**src/rtl/udma_eth_rx_ring_pkg.sv**
```systemverilog
`default_nettype none
// ============================================================================
// Module      : udma_eth_rx_ring_pkg
// Description : Register map, descriptor status bit positions and FSM states
//               shared by the uDMA Ethernet RX descriptor-ring manager.
// Revision    : 1.0 - initial release
// ============================================================================
package udma_eth_rx_ring_pkg;

    localparam logic [5:0] c_addr_ctrl     = 6'd32;
    localparam logic [5:0] c_addr_status   = 6'd33;
    localparam logic [5:0] c_addr_irq_cfg  = 6'd34;
    localparam logic [5:0] c_addr_irq_stat = 6'd35;
    localparam logic [5:0] c_addr_drop_cnt = 6'd36;

    // Upper address bits select the descriptor address / status windows.
    localparam logic [1:0] c_region_desc_addr = 2'b00;
    localparam logic [1:0] c_region_desc_stat = 2'b01;

    localparam int c_own_bit   = 31;
    localparam int c_err_bit   = 30;
    localparam int c_trunc_bit = 29;

    localparam int c_ctrl_en_bit  = 0;
    localparam int c_ctrl_clr_bit = 1;

    typedef enum logic [1:0] {
        ST_IDLE = 2'd0,
        ST_ARM  = 2'd1,
        ST_WAIT = 2'd2
    } rx_state_e;

endpackage
`default_nettype wire

```
**src/rtl/udma_eth_irq_coalesce.sv**
```systemverilog
`default_nettype none
// ============================================================================
// Module      : udma_eth_irq_coalesce
// Description : Completion counter and idle timer that raise rx_pend once
//               enough frames or enough time has accumulated.
// Revision    : 1.0 - initial release
// ============================================================================
module udma_eth_irq_coalesce #(
    parameter int TMO_W = 16
) (
    input  logic             clk,
    input  logic             rst,
    input  logic             i_inc,
    input  logic             i_clr,
    input  logic             i_w1c,
    input  logic [7:0]       i_thresh,
    input  logic [TMO_W-1:0] i_timeout,
    output logic             o_rx_pend
);

    logic [7:0]       r_count;
    logic [7:0]       w_count_nxt;
    logic [TMO_W-1:0] r_timer;
    logic [TMO_W-1:0] w_timer_nxt;
    logic [7:0]       w_thr_eff;
    logic             w_set;
    logic             r_rx_pend;

    always_comb begin
        w_thr_eff   = (i_thresh == 8'd0) ? 8'd1 : i_thresh;
        w_count_nxt = r_count;
        if (i_clr) begin
            w_count_nxt = 8'd0;
        end else if (i_w1c) begin
            w_count_nxt = {7'd0, i_inc};
        end else if (i_inc && (r_count != 8'hFF)) begin
            w_count_nxt = r_count + 8'd1;
        end
        w_timer_nxt = r_timer;
        if (i_clr || i_w1c) begin
            w_timer_nxt = '0;
        end else if ((r_count != 8'd0) && (r_timer != {TMO_W{1'b1}})) begin
            w_timer_nxt = r_timer + 1'b1;
        end
        // Evaluated on next-state values so a W1C only loses to a genuine new event.
        w_set = (w_count_nxt >= w_thr_eff) ||
                ((i_timeout != '0) && (w_count_nxt != 8'd0) && (w_timer_nxt >= i_timeout));
    end

    always_ff @(posedge clk) begin
        if (rst) begin
            r_count   <= 8'd0;
            r_timer   <= '0;
            r_rx_pend <= 1'b0;
        end else begin
            r_count   <= w_count_nxt;
            r_timer   <= w_timer_nxt;
            r_rx_pend <= w_set | (r_rx_pend & ~i_w1c);
        end
    end

    assign o_rx_pend = r_rx_pend;

endmodule
`default_nettype wire

```
**src/rtl/udma_eth_rx_ring.sv**
```systemverilog
`default_nettype none
// ============================================================================
// Module      : udma_eth_rx_ring
// Description : N-slot RX descriptor ring with HW/SW ownership, uDMA arming
//               FSM, drop counting, truncation detection and coalesced IRQs.
// Revision    : 1.0 - initial release
// ============================================================================
module udma_eth_rx_ring
    import udma_eth_rx_ring_pkg::*;
#(
    parameter int N_DESC         = 4,
    parameter int L2_AWIDTH_NOAL = 12,
    parameter int TRANS_SIZE     = 16,
    parameter int TMO_W          = 16
) (
    input  logic                        clk_i,
    input  logic                        rst_i,
    input  logic [31:0]                 cfg_data_i,
    input  logic [5:0]                  cfg_addr_i,
    input  logic                        cfg_valid_i,
    input  logic                        cfg_rwn_i,
    output logic [31:0]                 cfg_data_o,
    output logic                        cfg_ready_o,
    output logic [L2_AWIDTH_NOAL-1:0]   ch_startaddr_o,
    output logic [TRANS_SIZE-1:0]       ch_size_o,
    output logic                        ch_en_o,
    output logic                        ch_clr_o,
    input  logic                        frame_done_i,
    input  logic [TRANS_SIZE-1:0]       frame_len_i,
    input  logic                        frame_err_i,
    output logic                        rx_ready_o,
    output logic [$clog2(N_DESC)-1:0]   head_idx_o,
    output logic                        irq_o
);

    localparam int HEAD_W = $clog2(N_DESC);

    logic [L2_AWIDTH_NOAL-1:0] r_desc_addr [N_DESC];
    logic [TRANS_SIZE-1:0]     r_desc_len  [N_DESC];
    logic [N_DESC-1:0]         r_desc_own;
    logic [N_DESC-1:0]         r_desc_err;
    logic [N_DESC-1:0]         r_desc_trunc;

    rx_state_e          r_state;
    rx_state_e          w_state_nxt;
    logic [HEAD_W-1:0]  r_head;
    logic               r_en;
    logic [15:0]        r_drop_cnt;
    logic               r_err;
    logic               r_rx_irq_en;
    logic               r_err_irq_en;
    logic [7:0]         r_thresh;
    logic [TMO_W-1:0]   r_timeout;
    logic               r_irq;
    logic               r_ch_clr;
    logic               w_rx_pend;

    logic               w_wr, w_rd, w_idx_ok, w_addr_sel, w_stat_sel;
    logic [HEAD_W-1:0]  w_idx;
    logic               w_ctrl_wr, w_clr, w_ctrl_stop, w_abort;
    logic               w_done, w_drop, w_trunc;
    logic [TRANS_SIZE-1:0] w_len;
    logic               w_irqs_wr, w_pend_w1c, w_drop_rd, w_err_set;
    logic [31:0]        w_rdata;
    logic               w_unused;

    assign w_wr       = cfg_valid_i & ~cfg_rwn_i;
    assign w_rd       = cfg_valid_i & cfg_rwn_i;
    assign w_idx      = cfg_addr_i[HEAD_W-1:0];
    assign w_idx_ok   = ({1'b0, cfg_addr_i[3:0]} < 5'(N_DESC));
    assign w_addr_sel = (cfg_addr_i[5:4] == c_region_desc_addr) && w_idx_ok;
    assign w_stat_sel = (cfg_addr_i[5:4] == c_region_desc_stat) && w_idx_ok;
    assign w_ctrl_wr  = w_wr && (cfg_addr_i == c_addr_ctrl);
    assign w_clr      = w_ctrl_wr && cfg_data_i[c_ctrl_clr_bit];
    // Any CTRL write that drops en or requests clr stops an in-flight buffer.
    assign w_ctrl_stop = w_ctrl_wr && (!cfg_data_i[c_ctrl_en_bit] || cfg_data_i[c_ctrl_clr_bit]);
    assign w_abort    = w_ctrl_stop && (r_state != ST_IDLE);
    assign w_done     = frame_done_i && (r_state == ST_WAIT);
    assign w_drop     = frame_done_i && (r_state != ST_WAIT);
    assign w_trunc    = frame_len_i > r_desc_len[r_head];
    assign w_len      = w_trunc ? r_desc_len[r_head] : frame_len_i;
    assign w_irqs_wr  = w_wr && (cfg_addr_i == c_addr_irq_stat);
    assign w_pend_w1c = w_irqs_wr && cfg_data_i[0];
    assign w_drop_rd  = w_rd && (cfg_addr_i == c_addr_drop_cnt);
    assign w_err_set  = w_drop || (w_done && frame_err_i);
    assign w_unused   = ^cfg_data_i;

    always_comb begin
        w_state_nxt = r_state;
        case (r_state)
            ST_IDLE: if (r_en && r_desc_own[r_head] && !w_ctrl_stop) w_state_nxt = ST_ARM;
            ST_ARM:  w_state_nxt = ST_WAIT;
            ST_WAIT: if (w_done) w_state_nxt = ST_IDLE;
            default: w_state_nxt = ST_IDLE;
        endcase
        if (w_abort) w_state_nxt = ST_IDLE;
    end

    always_ff @(posedge clk_i) begin
        if (rst_i) r_state <= ST_IDLE;
        else       r_state <= w_state_nxt;
    end

    always_ff @(posedge clk_i) begin
        if (rst_i) begin
            for (int i = 0; i < N_DESC; i++) begin
                r_desc_addr[i] <= '0;
                r_desc_len[i]  <= '0;
            end
            r_desc_own   <= '0;
            r_desc_err   <= '0;
            r_desc_trunc <= '0;
        end else begin
            if (w_wr && w_addr_sel) r_desc_addr[w_idx] <= cfg_data_i[L2_AWIDTH_NOAL-1:0];
            // Hardware write-back owns the head slot for this cycle.
            if (w_wr && w_stat_sel && !(w_done && (w_idx == r_head))) begin
                r_desc_own[w_idx]   <= 1'b1;
                r_desc_err[w_idx]   <= 1'b0;
                r_desc_trunc[w_idx] <= 1'b0;
                r_desc_len[w_idx]   <= cfg_data_i[TRANS_SIZE-1:0];
            end
            if (w_done) begin
                r_desc_own[r_head]   <= 1'b0;
                r_desc_err[r_head]   <= frame_err_i;
                r_desc_trunc[r_head] <= w_trunc;
                r_desc_len[r_head]   <= w_len;
            end
        end
    end

    always_ff @(posedge clk_i) begin
        if (rst_i) begin
            r_en         <= 1'b0;
            r_head       <= '0;
            r_drop_cnt   <= 16'd0;
            r_err        <= 1'b0;
            r_rx_irq_en  <= 1'b0;
            r_err_irq_en <= 1'b0;
            r_thresh     <= 8'd0;
            r_timeout    <= '0;
            r_irq        <= 1'b0;
            r_ch_clr     <= 1'b0;
        end else begin
            if (w_ctrl_wr) r_en <= cfg_data_i[c_ctrl_en_bit];
            if (w_clr)       r_head <= '0;
            else if (w_done) r_head <= r_head + 1'b1;
            if (w_clr)                             r_drop_cnt <= 16'd0;
            else if (w_drop_rd)                    r_drop_cnt <= {15'd0, w_drop};
            else if (w_drop && (r_drop_cnt != 16'hFFFF)) r_drop_cnt <= r_drop_cnt + 16'd1;
            r_err <= w_err_set | (r_err & ~(w_irqs_wr & cfg_data_i[1]));
            if (w_irqs_wr) begin
                r_rx_irq_en  <= cfg_data_i[8];
                r_err_irq_en <= cfg_data_i[9];
            end
            if (w_wr && (cfg_addr_i == c_addr_irq_cfg)) begin
                r_thresh  <= cfg_data_i[7:0];
                r_timeout <= cfg_data_i[8 +: TMO_W];
            end
            r_irq    <= (w_rx_pend & r_rx_irq_en) | (r_err & r_err_irq_en);
            r_ch_clr <= w_abort;
        end
    end

    udma_eth_irq_coalesce #(
        .TMO_W (TMO_W)
    ) u_coalesce (
        .clk       (clk_i),
        .rst       (rst_i),
        .i_inc     (w_done),
        .i_clr     (w_clr),
        .i_w1c     (w_pend_w1c),
        .i_thresh  (r_thresh),
        .i_timeout (r_timeout),
        .o_rx_pend (w_rx_pend)
    );

    always_comb begin
        w_rdata = 32'd0;
        if (w_addr_sel) begin
            w_rdata[L2_AWIDTH_NOAL-1:0] = r_desc_addr[w_idx];
        end else if (w_stat_sel) begin
            w_rdata[c_own_bit]        = r_desc_own[w_idx];
            w_rdata[c_err_bit]        = r_desc_err[w_idx];
            w_rdata[c_trunc_bit]      = r_desc_trunc[w_idx];
            w_rdata[TRANS_SIZE-1:0]   = r_desc_len[w_idx];
        end else begin
            case (cfg_addr_i)
                c_addr_ctrl:     w_rdata[c_ctrl_en_bit] = r_en;
                c_addr_status: begin
                    w_rdata[8]          = (r_state != ST_IDLE);
                    w_rdata[4 +: HEAD_W] = r_head;
                    w_rdata[1:0]        = r_state;
                end
                c_addr_irq_cfg: begin
                    w_rdata[7:0]        = r_thresh;
                    w_rdata[8 +: TMO_W] = r_timeout;
                end
                c_addr_irq_stat: begin
                    w_rdata[0] = w_rx_pend;
                    w_rdata[1] = r_err;
                    w_rdata[8] = r_rx_irq_en;
                    w_rdata[9] = r_err_irq_en;
                end
                c_addr_drop_cnt: w_rdata[15:0] = r_drop_cnt;
                default:         w_rdata = 32'd0;
            endcase
        end
    end

    assign cfg_data_o     = w_rdata;
    assign cfg_ready_o    = 1'b1;
    assign ch_startaddr_o = r_desc_addr[r_head];
    assign ch_size_o      = r_desc_len[r_head];
    assign ch_en_o        = (r_state == ST_ARM);
    assign rx_ready_o     = (r_state == ST_WAIT);
    assign ch_clr_o       = r_ch_clr;
    assign head_idx_o     = r_head;
    assign irq_o          = r_irq;

endmodule
`default_nettype wire

```
**config.mk**
```make
export PLATFORM = sky130hd
export DESIGN_NAME = udma_eth_rx_ring
export DESIGN_NICKNAME = d
export VERILOG_FILES = /design/src/rtl/udma_eth_rx_ring_pkg.sv /design/src/rtl/udma_eth_irq_coalesce.sv /design/src/rtl/udma_eth_rx_ring.sv
export SDC_FILE = /design/constraint.sdc
export NUM_CORES = 1
export LEC_CHECK = 0
export ABC_AREA = 1
export BUFFER_PORTS_ARGS = -buffer_cell sky130_fd_sc_hd__buf_2
export CAP_MARGIN = 20
export CORE_UTILIZATION = 45
export CTS_CLUSTER_SIZE = 25
export DETAILED_ROUTE_END_ITERATION = 6
export PLACE_DENSITY = 0.61
export SLEW_MARGIN = 20
export SYNTH_ARGS = -nofsm -noshare
export SYNTH_HDL_FRONTEND = slang
export SYNTH_SLANG_ARGS = --single-unit
```
**constraint.sdc**
```tcl
create_clock -name clk_i -period 3.5 [get_ports clk_i]
set_input_delay 0.35 -clock clk_i [delete_from_list [all_inputs] [get_ports clk_i]]
set_output_delay 0.35 -clock clk_i [all_outputs]
set_load 0.1 [all_outputs]
```
==> impl_metrics.toml, run 1 <==
[final_layout]
area_delta_synth_final_pct = 17.0
nets = 1778
diodes = 0
final.fill_count = 2533
seq_area_mm2 = 0.00515
drive_gt1_share_pct = 15.7
multi_input_area_mm2 = 0.00616

[setup_path]
crit_family = "buffers and inverters"
worstReg2RegEnd = "r_desc_len[1][2]"
r2r_slack_ps = 320
critPathBufInv = 4
path_depth = 16
path_cells = "inv_2 > buf_12 > a21oi_1 > a32oi_4 > inv_1 > ha_1 > a21oi_1 > o21a_1 > nand2_1 > nand2_1 > nand4_1 > nand2_1 > buf_4 > nand2_1 > nand3_1 > o21ai_0"
critPathMaxStageDelay_ps = 410
setup.worst_path.end = "r_desc_len[1][2]"
crit_path_top_delay_cell = "inv_2"
critPathLaunchType = "flop"
endpoint_kind = "flop"
cp_data_required_time_ps = 3770
path_max_fanout = 15
cp.arrival_ps = 3450
crit_type = "reg -> reg"
cpMostUsedCell = "nand2_1"
rr_worst_depth = 16

[detailed_routing]
firstDrtPassIters = 7
routed_via_density = 5.81
vias = 11739
drcViolationCount = 2
wl_per_cell_um = 20.4
initialDrtViolationCount = 967
wl_um = 41200
final_antenna_net_count = 0

[global_routing]
grt_pass1_wl_um = 62800
grt_antenna_before_repair = 0
grt_usage_pct = 29.8
grt_overflow = 0
grt_pass1_vias = 11053
grt_max_degree = 43

[die]
ioPinCount = 127
chipWidth_um = 166
coreArea_mm2 = 0.0262
start_util_pct = 46.2
num_rows = 59
dieArea_mm2 = 0.0276
die_height_um = 166

[place]
place.gp.congestion = 0.926
dp_slack_ps = 363
dp_hpwl_um = 29600
portBuffers = 112

[clock_network]
cts_resized = 0
cts_buffers = 24
insertion_delay_ps = 530
cts_tree = "yes"
clk_pin_slew_ps = 60
cts_setup_buffers = 0
cts.sinks = 201
cts_max_level = 1
holdBufCountCts = 0
clk_path_buf_depth = 3
clockRootBuffer = "clkbuf_16"

[yosys]
netlist_instances = 1562
netlist_top_cells_count = "nand2_1 (281), inv_1 (188), nor2_1 (153)"
synth_xor_area_share_pct = 0.867
synthTopCellsByArea = "edfxtp_1 (28%), dfxtp_1 (15%), nand2_1 (8.7%)"
synth_top_family_by_area = "simple AND/OR/NAND/NOR gates"
mappedNetlistArea_mm2 = 0.0121
synth-compound-area-share_pct = 17.7
yosysMostFrequentCell = "nand2_1"
synthFlopType = "edfxtp_1"
synth_area_leader_cell = "edfxtp_1"
synth-simple-area-share_pct = 24.6
yosysSeqAreaShare_pct = 42.5
synth_cell_types = 59
synth_edf_count = 112
synth_adder_area_share_pct = 4.96
synthMuxAreaShare_pct = 0
synth-async-reset-ratio_pct = 0
synth-seq-cells = 201
synth_warnings = 0
syn_avg_cell_area_um2 = 7.76
yosysTopAreaCellShare_pct = 27.8

[outcome]
status = "finished with violations"
violations = "design-rule violations"

[run]
drv_cap = 0

[pwr]
p_per_area_mw_per_mm2 = 412
leakage_nw = 5.80
peakVddDrop_v = 0.000299

[timing]
fmax_mhz = 314
finClkSkew_ps = 12.3
finalSetupViolations = 0
setup-tns-final_ps = 0
setup_ws_ps = 319
min_period_ps = 3180
drv_slew = 0
period_share_pct = 90.9
finalHoldViolCount = 0
tightest_slew_ps = 822
rsz0062_at_grt = "false"
max_slew_margin_pct = 45.2

[worst_hold_path]
hp-start = "cfg_data_i[18]"
min_path_type = "in -> reg"
worst min path at each step:
stage / slack [ps] / depth (start not counted) / endpoint
after detailed placement: 460 / 2 / r_desc_own[0]
after global routing: 120 / 3 / r_timeout[9]
after CTS: 90 / 3 / r_timeout[11]
final: 110 / 3 / r_timeout[10]
after floorplan: 440 / 2 / r_desc_own[0]
after global placement: 460 / 2 / r_desc_own[0]
power by group:
group	internal [mW]	total, mW	switching [mW]	leakage, nW
Combinational	0.149	0.673	0.524	3.58
Sequential	2.55	2.59	0.0389	1.82
Clock	1.56	2.58	1.02	0.402
flip-flops by register name, summed over array words and instances, names as in the netlist, 2 cells and up, named ones only:
signal              cells
r_desc_len             64
r_desc_addr            48
r_drop_cnt             16
r_timeout              16
u_coalesce.r_timer     16
r_thresh                8
u_coalesce.r_count      8
r_desc_err              4
r_desc_own              4
r_desc_trunc            4
head_idx_o              2
r_state                 2
worst reg2reg max path, delay by kind of cell, from the launching register on:
family,cells,cell delay [ps]
AND/OR/NAND/NOR,6,620
AO/OA/AOI/OAI,5,710
flip-flops,1,340
adder cells (fa/ha/maj),1,330
buffers and inverters,4,930
cell usage in the layout (no fill, tap or decap), types with 3 or more instances in the layout:
cell,instances
conb_1,6
nor2_2,8
clkinv_2,8
clkbuf_16,25
nand2_1,281
a21oi_1,102
inv_1,188
nand4_1,22
or3_1,3
dfxtp_1,88
ha_1,48
nor4_1,11
nor2_8,3
buf_2,112
a221oi_1,6
o211ai_1,3
o22ai_1,33
o221ai_1,5
nand3_1,116
nand2_4,6
nand2_2,7
nor2_1,152
xnor2_1,6
buf_12,3
a32oi_4,15
edfxtp_1,112
nor2_4,6
o21ai_1,40
buf_4,30
nor3_1,24
inv_2,20
xor2_1,6
a22oi_1,28
bufinv_16,3
o21ai_0,119
kinds of logic (layout without fill, tap and decap cells):
kind of cell | Yosys count | after routing
AOI/OAI and AO/OA | 370 | 370
xor gates and xnor gates | 12 | 12
adders and majority gates | 48 | 48
buffers and inverters | 278 | 399
DFF | 201 | 201
other | 2 | 6
and+or+nand+nor | 651 | 651
layout make-up:
class	instances	share of cell area [%]
multi-input cells	1087	43.4
inverters	211	5.66
flip-flops and latches	201	36.3
well taps	335	2.96
clock buffers	29	4.66
repair buffers	145	5.97
clock inverters	14	1.02
per-layer routing:
layer / wire length (um) / track usage, %
met4: 1480 / 11.7
met5: 0 / 0
met3: 3170 / 4.22
met1: 17500 / 39.5
met2: 19100 / 49.0
stage by stage:
step	cells	hold WS (ps)	area (um^2)	util (%)	power [mW]
final	2022	113	14200	54.1	5.84
after global routing	2022	121	14200	54.1	5.99
after global placement	1979	461	13400	51.0	3.30
after detailed placement	1979	459	13400	51.0	3.31
after floorplan	1566	440	12400	-	3.09
after CTS	2022	93.0	14200	54.1	5.85
Power figures use the tool's default switching activity.
==> run 2: changes to the inputs <==
CAP_MARGIN = 10   (was 20)
CELL_PAD_IN_SITES_DETAIL_PLACEMENT = 0   (was default)
CELL_PAD_IN_SITES_GLOBAL_PLACEMENT = 2   (was default)
CORE_UTILIZATION = 35   (was 45)
PLACE_DENSITY = 0.77   (was 0.61)
==> impl_metrics.toml, run 2 (same netlist as run 1, synthesis figures left out) <==
[outcome]
status = "complete, no violations"

[timing]
setup_ws_ps = 269
holdWs_ps = 110
fmax_mhz = 309
rsz0062_at_grt = "false"
finalHoldViolCount = 0
drv_slew = 0
max_slew_margin_pct = 46.8
period_share_pct = 92.3
finClkSkew_ps = 9.40
tightest_slew_ps = 797
finalSetupViolations = 0
setup-tns-final_ps = 0
min_period_ps = 3230

[global_routing]
grt_pass1_vias = 10828
grt_usage_pct = 24.4
grt_overflow = 0
grt_antenna_before_repair = 0
grt_pass1_wl_um = 65400
grt_max_degree = 49

[setup_path]
crit_type = "reg -> reg"
cp_data_required_time_ps = 3750
crit_path_top_delay_cell = "dfxtp_2"
critPathMaxStageDelay_ps = 390
critPathLaunchType = "flop"
path_max_fanout = 48
rr_worst_depth = 16
endpoint_kind = "flop"
cpMostUsedCell = "nand2_1"
cp.arrival_ps = 3480
path_cells = "inv_1 > buf_12 > nand2_1 > a32oi_4 > inv_1 > ha_1 > a21oi_1 > o21a_1 > nand2_1 > nand2_1 > nand4_1 > nand2_1 > buf_12 > nand2_1 > nand3_1 > o21ai_0"

[die]
chipWidth_um = 188
die_height_um = 188
ioPinCount = 127
dieArea_mm2 = 0.0354
coreArea_mm2 = 0.0338
start_util_pct = 35.9
num_rows = 67

[final_layout]
diodes = 0
fin_cells = 2139
final_common_cell = "nand2_1"
top_register = "r_desc_len"
drive_gt1_share_pct = 15.7
largest_register_ffs = 64
area_delta_synth_final_pct = 18.5
top_regs = "r_desc_len (64), r_desc_addr (48)"
nets = 1781
final_cell_mix = "nand2_1 (281), inv_1 (188), nor2_1 (152), o21ai_0 (119), nand3_1 (116)"

[worst_hold_path]
hp-start = "cfg_data_i[16]"
min_path_cells = 3
min_path_type = "in -> reg"

[clock_network]
clk_path_buf_depth = 3
insertion_delay_ps = 530
clk_pin_slew_ps = 60
holdBufCountCts = 0
cts_buffers = 24
cts.sinks = 201
clockRootBuffer = "clkbuf_16"
cts_max_level = 1
cts_tree = "yes"

[place]
portBuffers = 112
placed_cells = 2095
dp_hpwl_um = 32200
place.gp.congestion = 0.850
dp_slack_ps = 225

[detailed_routing]
routed_via_density = 5.30
drcViolationCount = 0
final_antenna_net_count = 0
vias = 11329
firstDrtPassIters = 6
wl_um = 43300
initialDrtViolationCount = 783
wl_per_cell_um = 20.3

[pwr]
power_mw = 5.82
leakage_nw = 5.81
p_per_area_mw_per_mm2 = 405
peakVddDrop_v = 0.000292

[run]
drv_cap = 0
## run 2: cell types whose count changed in the layout (fill, tap and decap cells not counted), moves of 2 or more
cell,change
clkbuf_1,+4
clkbuf_8,-2
buf_12,+2
clkinv_2,-4
## run 2: timing repair
action	in CTS	in global routing
gates resized for setup	0	1
setup buffers	0	0
setup endpoints to repair	0	1
## run 2: final timing paths
check | endpoint | slack, ps
setup / recovery | r_desc_len[2][4] | 270
hold / removal | r_timeout[8] | 110
setup reg to reg | r_desc_len[2][4] | 270
hold reg to reg | r_desc_own[0] | 460
## run 2: layout make-up
class,instances,area [um^2]
Multi-Input combinational cell,1087,6160
Timing Repair Buffer,148,893
Clock buffer,31,648
Fill cell,3442,19400
Clock inverter,13,145
Inverter,211,802
Sequential cell,201,5150
Tap cell,448,561
## run 2: metrics by stage
stage	cell area, um^2	util [%]
after global placement	13600	40.1
after global routing	14400	42.5
after floorplan	12400	-
after detailed placement	13600	40.1
after CTS	14400	42.5
final	14400	42.5
## run 2: metal layers
metal	wire [um]	track usage, %	vias to the layer above	share of wire, %
met5	0	0	-	0
met1	19000	31.5	5364	44
met2	21000	42.5	331	48
met4	1020	6.63	0	2.3
met3	2330	3.11	63	5.4
li1	-	-	5571	-
## run 2: critical path: cells and delay by family (launching register included)
| kind | cells | cell delay (ps) |
|---|---|---|
| AO/OA/AOI/OAI | 4 | 700 |
| buffers and inverters | 4 | 630 |
| adder cells (fa/ha/maj) | 1 | 310 |
| flip-flops | 1 | 390 |
| AND/OR/NAND/NOR | 7 | 890 |
## run 2: report_power, final
| group | switching [mW] | leakage [nW] | internal (mW) |
|---|---|---|---|
| clock network | 1.02 | 0.382 | 1.53 |
| registers | 0.0367 | 1.82 | 2.55 |
| logic | 0.521 | 3.61 | 0.156 |
| total | 1.58 | 5.81 | 4.23 |
